**config.mk**
```make
export PLATFORM = sky130hd
export DESIGN_NAME = trajectory_stepper
export DESIGN_NICKNAME = d
export VERILOG_FILES = /design/src/rtl/trajectory_stepper.sv
export SDC_FILE = /design/constraint.sdc
export NUM_CORES = 1
export LEC_CHECK = 0
export CORE_MARGIN = 2
export CORE_UTILIZATION = 34
export CTS_CLUSTER_SIZE = 25
export DETAILED_ROUTE_END_ITERATION = 7
export PLACE_DENSITY = 0.58
export SKIP_CTS_REPAIR_TIMING = 1
export SYNTH_ARGS = -nofsm -noshare
export SYNTH_HDL_FRONTEND = slang
export SYNTH_SLANG_ARGS = --single-unit
```
**constraint.sdc**
```tcl
create_clock -name i_clock -period 7.1 [get_ports i_clock]
set_clock_uncertainty 0.05 [all_clocks]
set_input_delay 1.065 -clock i_clock [delete_from_list [all_inputs] [get_ports i_clock]]
set_output_delay 1.065 -clock i_clock [all_outputs]
set_load 0.005 [all_outputs]
```
**src/rtl/trajectory_stepper.sv**
```systemverilog
// Single-missile trajectory stepper: advances a pixel position once per frame tick from a
// x1000 trig pair and launch speed, using sub-pixel accumulators normalised one pixel per cycle.
module trajectory_stepper #(
    parameter int SCREEN_W = 640,
    parameter int SCREEN_H = 480,
    parameter int GRAVITY  = 0,
    parameter int VY_MIN   = -16000
) (
    input  logic        i_clock,
    input  logic        i_reset,
    input  logic        i_launch,
    input  logic [9:0]  i_launch_x,
    input  logic [9:0]  i_launch_y,
    input  logic [3:0]  i_speed,
    input  logic [31:0] i_sin,
    input  logic [31:0] i_cos,
    input  logic        i_step,
    output logic        o_ready,
    output logic        o_in_flight,
    output logic [9:0]  o_pos_x,
    output logic [9:0]  o_pos_y,
    output logic        o_pos_valid,
    output logic        o_done
);

    typedef enum logic [1:0] {StIdle, StFlight, StNorm} state_e;

    localparam logic signed [17:0] K_ONE    = 18'sd1000;
    localparam logic signed [17:0] K_NEG    = -18'sd1000;
    localparam logic signed [17:0] K_GRAV   = 18'(GRAVITY);
    localparam logic signed [17:0] K_VY_MIN = 18'(VY_MIN);
    localparam logic signed [11:0] K_W      = 12'(SCREEN_W);
    localparam logic signed [11:0] K_H      = 12'(SCREEN_H);

    state_e r_state;
    state_e w_state_next;

    logic signed [16:0] r_vx, r_vy;
    logic signed [17:0] r_frac_x, r_frac_y;
    logic signed [11:0] r_px, r_py;
    logic [9:0]         r_pos_x, r_pos_y;
    logic               r_pos_valid, r_done;

    logic signed [31:0] w_vx_full, w_vy_full;
    logic signed [17:0] w_vy_grav;
    logic signed [16:0] w_vy_next;
    logic               w_x_pos, w_x_neg, w_y_pos, w_y_neg;
    logic               w_settled, w_in_bounds;
    logic               w_unused;

    // Trig inputs are bounded to +-1000, so the low 17 bits of the product hold the full value.
    assign w_vx_full = $signed({28'd0, i_speed}) * $signed(i_sin);
    assign w_vy_full = $signed({28'd0, i_speed}) * $signed(i_cos);
    assign w_unused  = ^{w_vx_full[31:17], w_vy_full[31:17]};

    assign w_vy_grav = {r_vy[16], r_vy} - K_GRAV;
    assign w_vy_next = (w_vy_grav < K_VY_MIN) ? K_VY_MIN[16:0] : w_vy_grav[16:0];

    assign w_x_pos     = r_frac_x >= K_ONE;
    assign w_x_neg     = r_frac_x <= K_NEG;
    assign w_y_pos     = r_frac_y >= K_ONE;
    assign w_y_neg     = r_frac_y <= K_NEG;
    assign w_settled   = !(w_x_pos || w_x_neg || w_y_pos || w_y_neg);
    assign w_in_bounds = !r_px[11] && (r_px < K_W) && !r_py[11] && (r_py < K_H);

    always_ff @(posedge i_clock) begin
        if (i_reset) begin
            r_state <= StIdle;
        end else begin
            r_state <= w_state_next;
        end
    end

    always_comb begin
        w_state_next = r_state;
        case (r_state)
            StIdle:   if (i_launch) w_state_next = StFlight;
            StFlight: if (i_step)   w_state_next = StNorm;
            StNorm:   if (w_settled) w_state_next = w_in_bounds ? StFlight : StIdle;
            default:  w_state_next = StIdle;
        endcase
    end

    always_comb begin
        o_ready     = (r_state == StIdle);
        o_in_flight = (r_state == StFlight) || (r_state == StNorm);
    end

    always_ff @(posedge i_clock) begin
        if (i_reset) begin
            r_vx        <= '0;
            r_vy        <= '0;
            r_frac_x    <= '0;
            r_frac_y    <= '0;
            r_px        <= '0;
            r_py        <= '0;
            r_pos_x     <= '0;
            r_pos_y     <= '0;
            r_pos_valid <= 1'b0;
            r_done      <= 1'b0;
        end else begin
            r_pos_valid <= 1'b0;
            r_done      <= 1'b0;
            case (r_state)
                StIdle: begin
                    if (i_launch) begin
                        r_vx     <= w_vx_full[16:0];
                        r_vy     <= w_vy_full[16:0];
                        r_frac_x <= '0;
                        r_frac_y <= '0;
                        r_px     <= {2'b00, i_launch_x};
                        r_py     <= {2'b00, i_launch_y};
                        r_pos_x  <= i_launch_x;
                        r_pos_y  <= i_launch_y;
                    end
                end
                StFlight: begin
                    if (i_step) begin
                        r_frac_x <= r_frac_x + {r_vx[16], r_vx};
                        r_frac_y <= r_frac_y + {r_vy[16], r_vy};
                        r_vy     <= w_vy_next;
                    end
                end
                StNorm: begin
                    if (w_settled) begin
                        if (w_in_bounds) begin
                            r_pos_x     <= r_px[9:0];
                            r_pos_y     <= r_py[9:0];
                            r_pos_valid <= 1'b1;
                        end else begin
                            r_done <= 1'b1;
                        end
                    end else begin
                        // Upward-positive frac_y maps onto downward-growing screen y.
                        if (w_x_pos) begin
                            r_frac_x <= r_frac_x - K_ONE;
                            r_px     <= r_px + 12'sd1;
                        end else if (w_x_neg) begin
                            r_frac_x <= r_frac_x + K_ONE;
                            r_px     <= r_px - 12'sd1;
                        end
                        if (w_y_pos) begin
                            r_frac_y <= r_frac_y - K_ONE;
                            r_py     <= r_py - 12'sd1;
                        end else if (w_y_neg) begin
                            r_frac_y <= r_frac_y + K_ONE;
                            r_py     <= r_py + 12'sd1;
                        end
                    end
                end
                default: ;
            endcase
        end
    end

    assign o_pos_x     = r_pos_x;
    assign o_pos_y     = r_pos_y;
    assign o_pos_valid = r_pos_valid;
    assign o_done      = r_done;

endmodule

```
==> flow_results.org, run 1 <==
** Job
- Max-cap violations in this run came to 0.

** Critical path
- For this design, the slowest cell found on the critical path is clkdlybuf4s50_1.
- Worst Reg2Reg Path Length in Cells :: 14
- Kind of cell adding the most delay to the critical path :: compound AO/OA/AOI/OAI gates
- The critical path in this run is classified as input pin to flip-flop.
- Endpoint kind of the worst setup timing path :: flip-flop
- Together, buffers and inverters on the worst path number 3.
- STA puts the critical path data required time at 7.37 ns.
- Critical path launch point type :: input pin
- Data on the critical path arrives at its endpoint at 5.80 ns.
- Along the worst path, the maximum fanout reaches 19.
- The critical path goes through clkdlybuf4s50_1, and2_1, ha_1, inv_1, fa_1, fa_1, inv_1, ha_1, nor2b_1, o31a_1, o41ai_1, o21ai_0, o41ai_1, o21ai_0, xnor2_1, a221oi_1.
- Biggest cell delay along the critical path :: 0.70 ns
- Number of cells on the critical path :: 16

** Drt
- Number of search-and-repair iterations in the first detailed-routing pass :: 5
- Remaining design rule violation count :: 0
- Once detail routing completed, the nets flagged for antenna violations numbered 0.
- Via Count :: 10,810
- In the final routed layout, each cell accounts on average for 14.60 microns.
- In this run, the number of DRC markers left after iteration 0 of detailed routing was 611.
- Vias per cell :: 5.235
- Final Routed Wirelength :: 30.13 mm

** Timing
- At the pin with the least slew margin, the transition time is 0.9979 ns.
- The number of endpoints with negative hold slack in the final report is 0.
- The smallest clock period supported by the final layout is computed as 5.530 ns.
- Setup violations remaining at the end of the flow were counted as 0.
- Setup repair after global routing missed its margin :: false
- Final setup margin :: 1.570 ns
- After routing, the total negative slack on setup checks comes to 0 ns.
- Count of final max-slew check failures :: 0
- Measured against its own limit, the worst slew margin works out to 33.26%.
- Across all hold checks on the routed design, the worst slack comes to 0.4111 ns.
- Achievable clock frequency :: 180.8 MHz
- After layout, the worst path uses 77.89% of the clock period.

** Synth
- The largest total area in the synthesized netlist belongs to dfxtp_1.
- In the synthesized netlist the dominant register cell turns out to be dfxtp_1.
- Sequential area share after synthesis :: 19.53%
- The synthesized design contains 0 enable-type register cells.
- FFs w/ async S/R, synth :: 0%
- Library cell with the highest instance count after synthesis :: nor2_1
- Synthesized netlist net count :: 1,822
- Number of library cell types mapped by synthesis :: 76
- Mapped cell area :: 12,100 sq um
- Number of synthesized register bits :: 118
- Count of mapped cells out of synthesis :: 1,547
- Yosys attributes the largest share of cell area to dfxtp_1, ha_1, fa_1.
- Counting instances in the post-synthesis netlist gives the leading cell types as nor2_1, inv_1, ha_1.
- In this run the mean area of a mapped cell was 7.819 sq um.
- Of the post-synthesis cell area, the dominant cell type holds 19.53%.
- For this run, the number of Yosys warnings is 0.

** Placed design
- The wire-length estimate of the detail-placed layout is 22.79 mm.
- Final RePlAce weighted congestion :: 0.8173
- Pre-CTS setup slack :: 1.110 ns
- Port Buffers :: 85

** GRT
- The initial antenna violation count came to 1.
- Wire length of the first global-routing pass :: 50.18 mm
- Number of global-route vias before repair :: 10,200
- Global-route congestion overflow total :: 0
- GR Util All Layers :: 16.45%
- Entering global routing, the biggest net connects 80 pins.

** Finish
- 0 antenna diodes ended up in the layout.
- Post-layout net count :: 1,867
- Share of layout cells above drive strength 1 :: 4.180%
- Core occupancy in the finished layout :: 39.45%
- Relative to the synthesized area, the layout overhead comes to 15.18%.

** CTS
- Source-to-sink clock delay at the later pin of the worst-skew pair :: 0.42 ns
- Clock tree synthesis found a total of 118 sinks.
- CTS H-tree lvls :: 4
- Number of buffers between clock root and the deepest sink :: 2
- CTS clk-pin slew, worst paths :: 0.05 ns
- Clock root buffer master :: clkbuf_16
- TritonCTS built the clock tree.
- Counting the buffers created by CTS gives 17.

** Run status
- Status :: complete, no violations

** Die
- Die ar. :: 37,100 sq um
- Core Box Area :: 35,310 sq um
- The floorplan step set the die width to 192.6 microns.
- Die Y-Extent :: 192.6 microns
- During I/O placement, the number of pins put on the boundary was 116.
- In this run the core area contains 69 standard-cell rows.
- Initial cell density of the core :: 34.25%

** Worst hold path
- Min-delay worst type :: flip-flop to flip-flop
- Counting instances, the worst hold path has a depth of 2.

** Power
- Power density over the cells :: 306.0 nW/um^2
- Leakage power figure :: 5.900 nW
- Clk network pwr share :: 21.1%
- The internal power of the cells totals 2.439 mW.
- Total power :: 4.263 mW
- The worst-case IR drop observed on VDD is 0.1865 mV.
- Net Sw Power :: 1.824 mW
- In this run, the combinational gates consume 55.2% of the power.
- Switching power share of the total :: 42.79%
- Fraction of power consumed by sequential logic :: 23.8%
[power by group through the flow]
stage | Sequential (mW) | Combinational [mW] | Clock, mW
5_1_grt | 1.04 | 2.67 | 0.940
4_1_cts | 1.01 | 2.36 | 0.918
6_report | 1.01 | 2.35 | 0.899
2_1_floorplan | 0.978 | 1.77 | 0
3_3_place_gp | 1.02 | 2.32 | 0
3_5_place_dp | 1.03 | 2.35 | 0
[layout make-up]
class	instances	area [sq um]
inverters	133	499.2
clock inverters	8	122.6
multi-input cells	1227	8962
clock buffers	22	484.2
repair buffers	95	923.4
well taps	461	576.8
fillers	3600	21380
flip-flops and latches	118	2362
[placed cells by master, fill, tap and decap left out, drive strengths merged, types with 11 or more instances in the layout]
master / n
mux2i: 17
nor2b: 28
nor3: 50
a31oi: 14
nor4: 12
a21oi: 121
inv: 133
xnor2: 59
or3: 14
buf: 11
clkdlybuf4s50: 84
nand2: 116
o22ai: 11
nand4: 12
o21a: 12
and3: 15
dfxtp: 118
a211oi: 48
clkbuf: 22
nor2: 144
fa: 56
and2: 93
or2: 11
nand3: 37
a22oi: 12
o21ai: 62
ha: 127
a21o: 17
xor2: 25
[stage by stage]
stage          std cells  area (sq um)
2_1_floorplan       1547         12100
6_report            2064         13930
5_1_grt             2064         13930
4_1_cts             2064         13930
3_5_place_dp        2034         13320
3_3_place_gp        2034         13320
[worst reg2reg max path: stages (launching register included)]
cell	delay, ns
dfxtp_1	0.54
ha_1	0.20
nor4b_1	0.32
o2111ai_1	0.23
a21oi_2	0.60
buf_4	0.33
ha_1	0.31
a21o_1	0.20
a21oi_1	0.22
o21bai_1	0.12
a2111oi_0	0.60
o31ai_1	0.16
a21oi_1	0.19
xor2_1	0.17
o32ai_1	0.10
[layer usage]
layer | track usage, % | share of wire (%) | vias to the layer above | routed length [microns]
met5 | 0 | 0.040 | - | 12
met4 | 3.846 | 1.2 | 2 | 362
met3 | 2.382 | 4.4 | 28 | 1335
met2 | 26.44 | 43 | 219 | 13000
met1 | 23.12 | 51 | 5016 | 15410
li1 | - | - | 5541 | -
[kinds of logic after synthesis]
family	share of synthesized area [%]
xor gates and xnor gates	6.083
and+or+nand+nor	23.18
buffers and inverters	6.486
muxes	1.500
DFF	19.53
adders and majority gates	22.41
AOI/OAI and AO/OA	20.81
[registers in the layout, summed over array words and instances, names as in the netlist]
register,cells
r_px,12
o_pos_x,10
r_frac_y,18
o_pos_valid,1
r_vy,17
o_done,1
r_py,12
r_vx,17
o_pos_y,10
r_frac_x,18
r_state,2
[path summary, 6_finish.rpt]
kind | start | end | slack (ns)
min reg2reg | r_vx[0] | r_vx[0] | 0.41
max | i_speed[3] | r_vy[16] | 1.57
min | r_vx[0] | r_vx[0] | 0.41
max reg2reg | r_frac_y[3] | r_py[10] | 2.65
No activity file was read; power rests on OpenSTA's default activity.
==> run 2, diff against run 1 <==
==> constraint.sdc (replaced) <==
create_clock -name i_clock -period 5.4 [get_ports i_clock]
set_clock_uncertainty 0.05 [all_clocks]
set_input_delay 0.81 -clock i_clock [delete_from_list [all_inputs] [get_ports i_clock]]
set_output_delay 0.81 -clock i_clock [all_outputs]
set_load 0.005 [all_outputs]
==> flow_results.org, run 2 (synthesized netlist as in run 1, its figures left out) <==
** Timing
- Final setup margin :: 0.5192 ns (was 1.570 ns)
- Based on the critical path, the design can be clocked at up to 204.9 MHz.
- Post-Route Setup TNS :: 0 ns (unchanged)
- Min Hold Slack :: 0.4094 ns (was 0.4111 ns)
- The number of max-slew violations in the final report is 0 (unchanged).
- Final number of hold-violating endpoints :: 0 (unchanged)
- Slew HR :: 36.35% (was 33.26%)
- Slew at the pin closest to its max-slew limit :: 0.9526 ns (was 0.9979 ns)
- Finish-stage setup viols :: 0 (unchanged)
- Fraction of the cycle the final worst path needs :: 90.38%
- The routed design could run at a clock period as short as 4.881 ns.
- Setup repair after global routing missed its margin :: false (unchanged)

** GRT
- The aggregate global routing overflow was 0 (unchanged).
- The global-route usage over all layers was 17.02% (was 16.45%).
- Initial antenna violation count :: 1 (unchanged)
- Pin count of the biggest net entering global routing :: 77 (was 80)
- Wire length of the first global-routing pass :: 51.80 mm (was 50.18 mm)
- Number of global-route vias before repair :: 10,490 (was 10,200)

** Critical path
- Crit path max-delay cell type :: fa_1 (was clkdlybuf4s50_1)
- The launching element type of the critical path is an input pin (unchanged).
- Cell Chain, Critical Path: clkdlybuf4s50_1, and2_1, ha_1, inv_1, fa_1, fa_1, inv_1, ha_1, nor2b_1, o31a_1, o41ai_1, o21ai_0, o41ai_1, o21ai_0, xnor2_1, a221oi_1 (unchanged).
- Class of the most critical setup path :: input pin to flip-flop (unchanged)
- WP data required :: 5.68 ns (was 7.37 ns)
- Biggest cell delay along the critical path :: 0.54 ns (was 0.70 ns)
- Slack of the worst reg-to-reg path :: 1.13 ns (was 2.65 ns)
- The data arrival time at the worst-slack endpoint was 5.16 ns (was 5.80 ns).
- The endpoint kind of the worst setup timing path was a flip-flop (unchanged).
- Largest driver fanout on the critical path :: 7 (was 19)

** Drt
- The number of iterations in the first detailed-routing pass came to 5 (unchanged).
- Final Routed Wirelength :: 30.75 mm (was 30.13 mm)
- The total via count in the routed design is 10,880 (was 10,810).
- Count of routing violations after the opening detailed-route iteration :: 613 (was 611)
- The detail-routed net length per standard cell is 14.77 microns (was 14.60 microns).
- The post-detailed-route via-to-cell ratio was 5.226 (was 5.235).
- The count of unresolved DRC violations after routing came to 0 (unchanged).
- The number of nets with antenna violations after detailed routing was 0 (unchanged).

** Finish
- The growth of design area from synthesis to finish came to 15.99% (was 15.18%).
- Largest regs :: r_frac_x x18, r_frac_y x18 (unchanged)
- The filler cell count in the final layout is 3,618 (was 3,600).
- Leading cell types in the layout, fill and taps excluded :: nor2_1, inv_1, ha_1, a21oi_1, dfxtp_1 (unchanged)
- The area of all placed cells without fillers was 14,030 sq um (was 13,930 sq um).
- Cell Count, Final, Fillers Out :: 2,082 (was 2,064)
- Most common cell after layout, fill and taps aside :: nor2_1 (unchanged)
- Core occupancy in the finished layout :: 39.73% (was 39.45%)
- The count of nets after finishing is 1,883 (was 1,867).
- The share of final-layout standard cells stronger than drive strength 1 came to 5.182% (was 4.180%).
- Diodes inserted :: 0 (unchanged)

** Run status
- Status: complete, no violations (unchanged).

** Placed design
- The worst slack after detailed placement came to 0.07193 ns (was 1.110 ns).
- The estimated wirelength of the detail-placed design was 23.29 mm (was 22.79 mm).
- The number of port buffers was 85 (unchanged).
- Final RePlAce weighted congestion :: 0.8608 (was 0.8173)
- The count of placed standard cells including taps was 2,050 (was 2,034).
- The instance area after placement came to 13,440 sq um (was 13,320 sq um).

** Die
- Die Y-Extent :: 192.6 microns (unchanged)
- The area inside the core boundary came to 35,310 sq um (unchanged).
- The number of top-level pins was 116 (unchanged).
- Die X-Extent :: 192.6 microns (unchanged)
- The floorplan row count came to 69 (unchanged).
- The area of the die came to 37,100 sq um (unchanged).
- The effective utilization at floorplan is 34.25% (unchanged).

** Power
- Largest vdd supply drop :: 0.2853 mV (was 0.1865 mV)
- The power density over cell area is 399.2 nW/um^2 (was 306.0 nW/um^2).
- The overall power came to 5.600 mW (was 4.263 mW).
- Leakage power figure :: 5.960 nW (was 5.900 nW)

** Job
- Max-capacitance violation count :: 0 (unchanged)

** CTS
- The worst-skew pair later-pin latency came to 0.42 ns (about the same).
- Clock tree from TritonCTS :: done (unchanged)
- The clock transition at the registers of the reported paths came to 0.06 ns (was 0.05 ns).
- Clock root buffer master :: clkbuf_16 (unchanged)
- The number of buffers created by CTS is 17 (unchanged).
- Number of buffers between clock root and the deepest sink :: 2 (unchanged)
- Sink Count :: 118 (unchanged)
- The level count of the clock H-tree came to 4 (unchanged).

** Worst hold path
- The path class of the lowest-slack min-delay path is flip-flop to flip-flop (unchanged).
[run 2: cell types whose count changed in the layout (fill, tap and decap cells not counted), sizes merged]
| cell | previous run | this run |
|---|---|---|
| buf | 11 | 27 |
| bufinv | 3 | 2 |
| clkbuf | 22 | 21 |
| clkinv | 2 | 3 |
| clkinvlp | 3 | 5 |
| inv | 133 | 134 |
[run 2: worst max-delay path, delay by kind of cell]
| kind | cells | cell delay (ns) |
|---|---|---|
| buf+inv | 3 | 0.60 |
| xor+xnor | 1 | 0.15 |
| simple gates | 2 | 0.34 |
| fa+ha+maj | 4 | 1.60 |
| compound gates | 6 | 1.66 |
[run 2: path summary, 6_finish.rpt]
| check | from | endpoint | depth (start not counted) |
|---|---|---|---|
| worst max-delay path | i_speed[2] | r_vy[16] | 16 |
| worst min-delay path | r_vy[2] | r_vy[2] | 2 |
| worst max register to register | r_frac_x[4] | r_px[10] | 15 |
| worst min register to register | r_vy[2] | r_vy[2] | 2 |
[run 2: cell type report]
cell class	count	area [sq um]	share of cell area [%]
tap	461	576.8	4.111
inverter	133	499.2	3.558
timing repair buffer	111	1044	7.438
multi-input combinational	1227	8962	63.88
sequential	118	2362	16.84
clock buffer	21	460.4	3.282
clock inverter	11	125.1	0.8918
[run 2: where the power goes]
group	internal [mW]	switching [mW]	total, mW
Sequential	1.12	0.218	1.33
Combinational	1.35	1.78	3.14
Clock	0.703	0.425	1.13
[run 2: per-layer routing]
metal / vias to the layer above / wire length [microns] / track usage [%]
li1: 5582 / - / -
met1: 5068 / 15650 / 23.85
met2: 197 / 13420 / 27.17
met3: 32 / 1218 / 2.491
met4: 2 / 457 / 4.580
met5: - / 11 / 0
==> run 3, diff against run 2 <==
--- a/config.mk
+++ b/config.mk
@@ -10,7 +10,6 @@
 export CTS_CLUSTER_SIZE = 25
 export DETAILED_ROUTE_END_ITERATION = 7
 export PLACE_DENSITY = 0.58
-export SKIP_CTS_REPAIR_TIMING = 1
 export SYNTH_ARGS = -nofsm -noshare
 export SYNTH_HDL_FRONTEND = slang
 export SYNTH_SLANG_ARGS = --single-unit
==> results of run 3 <==
Same layout as run 2: the final DEF is identical, and so are final timing and power.
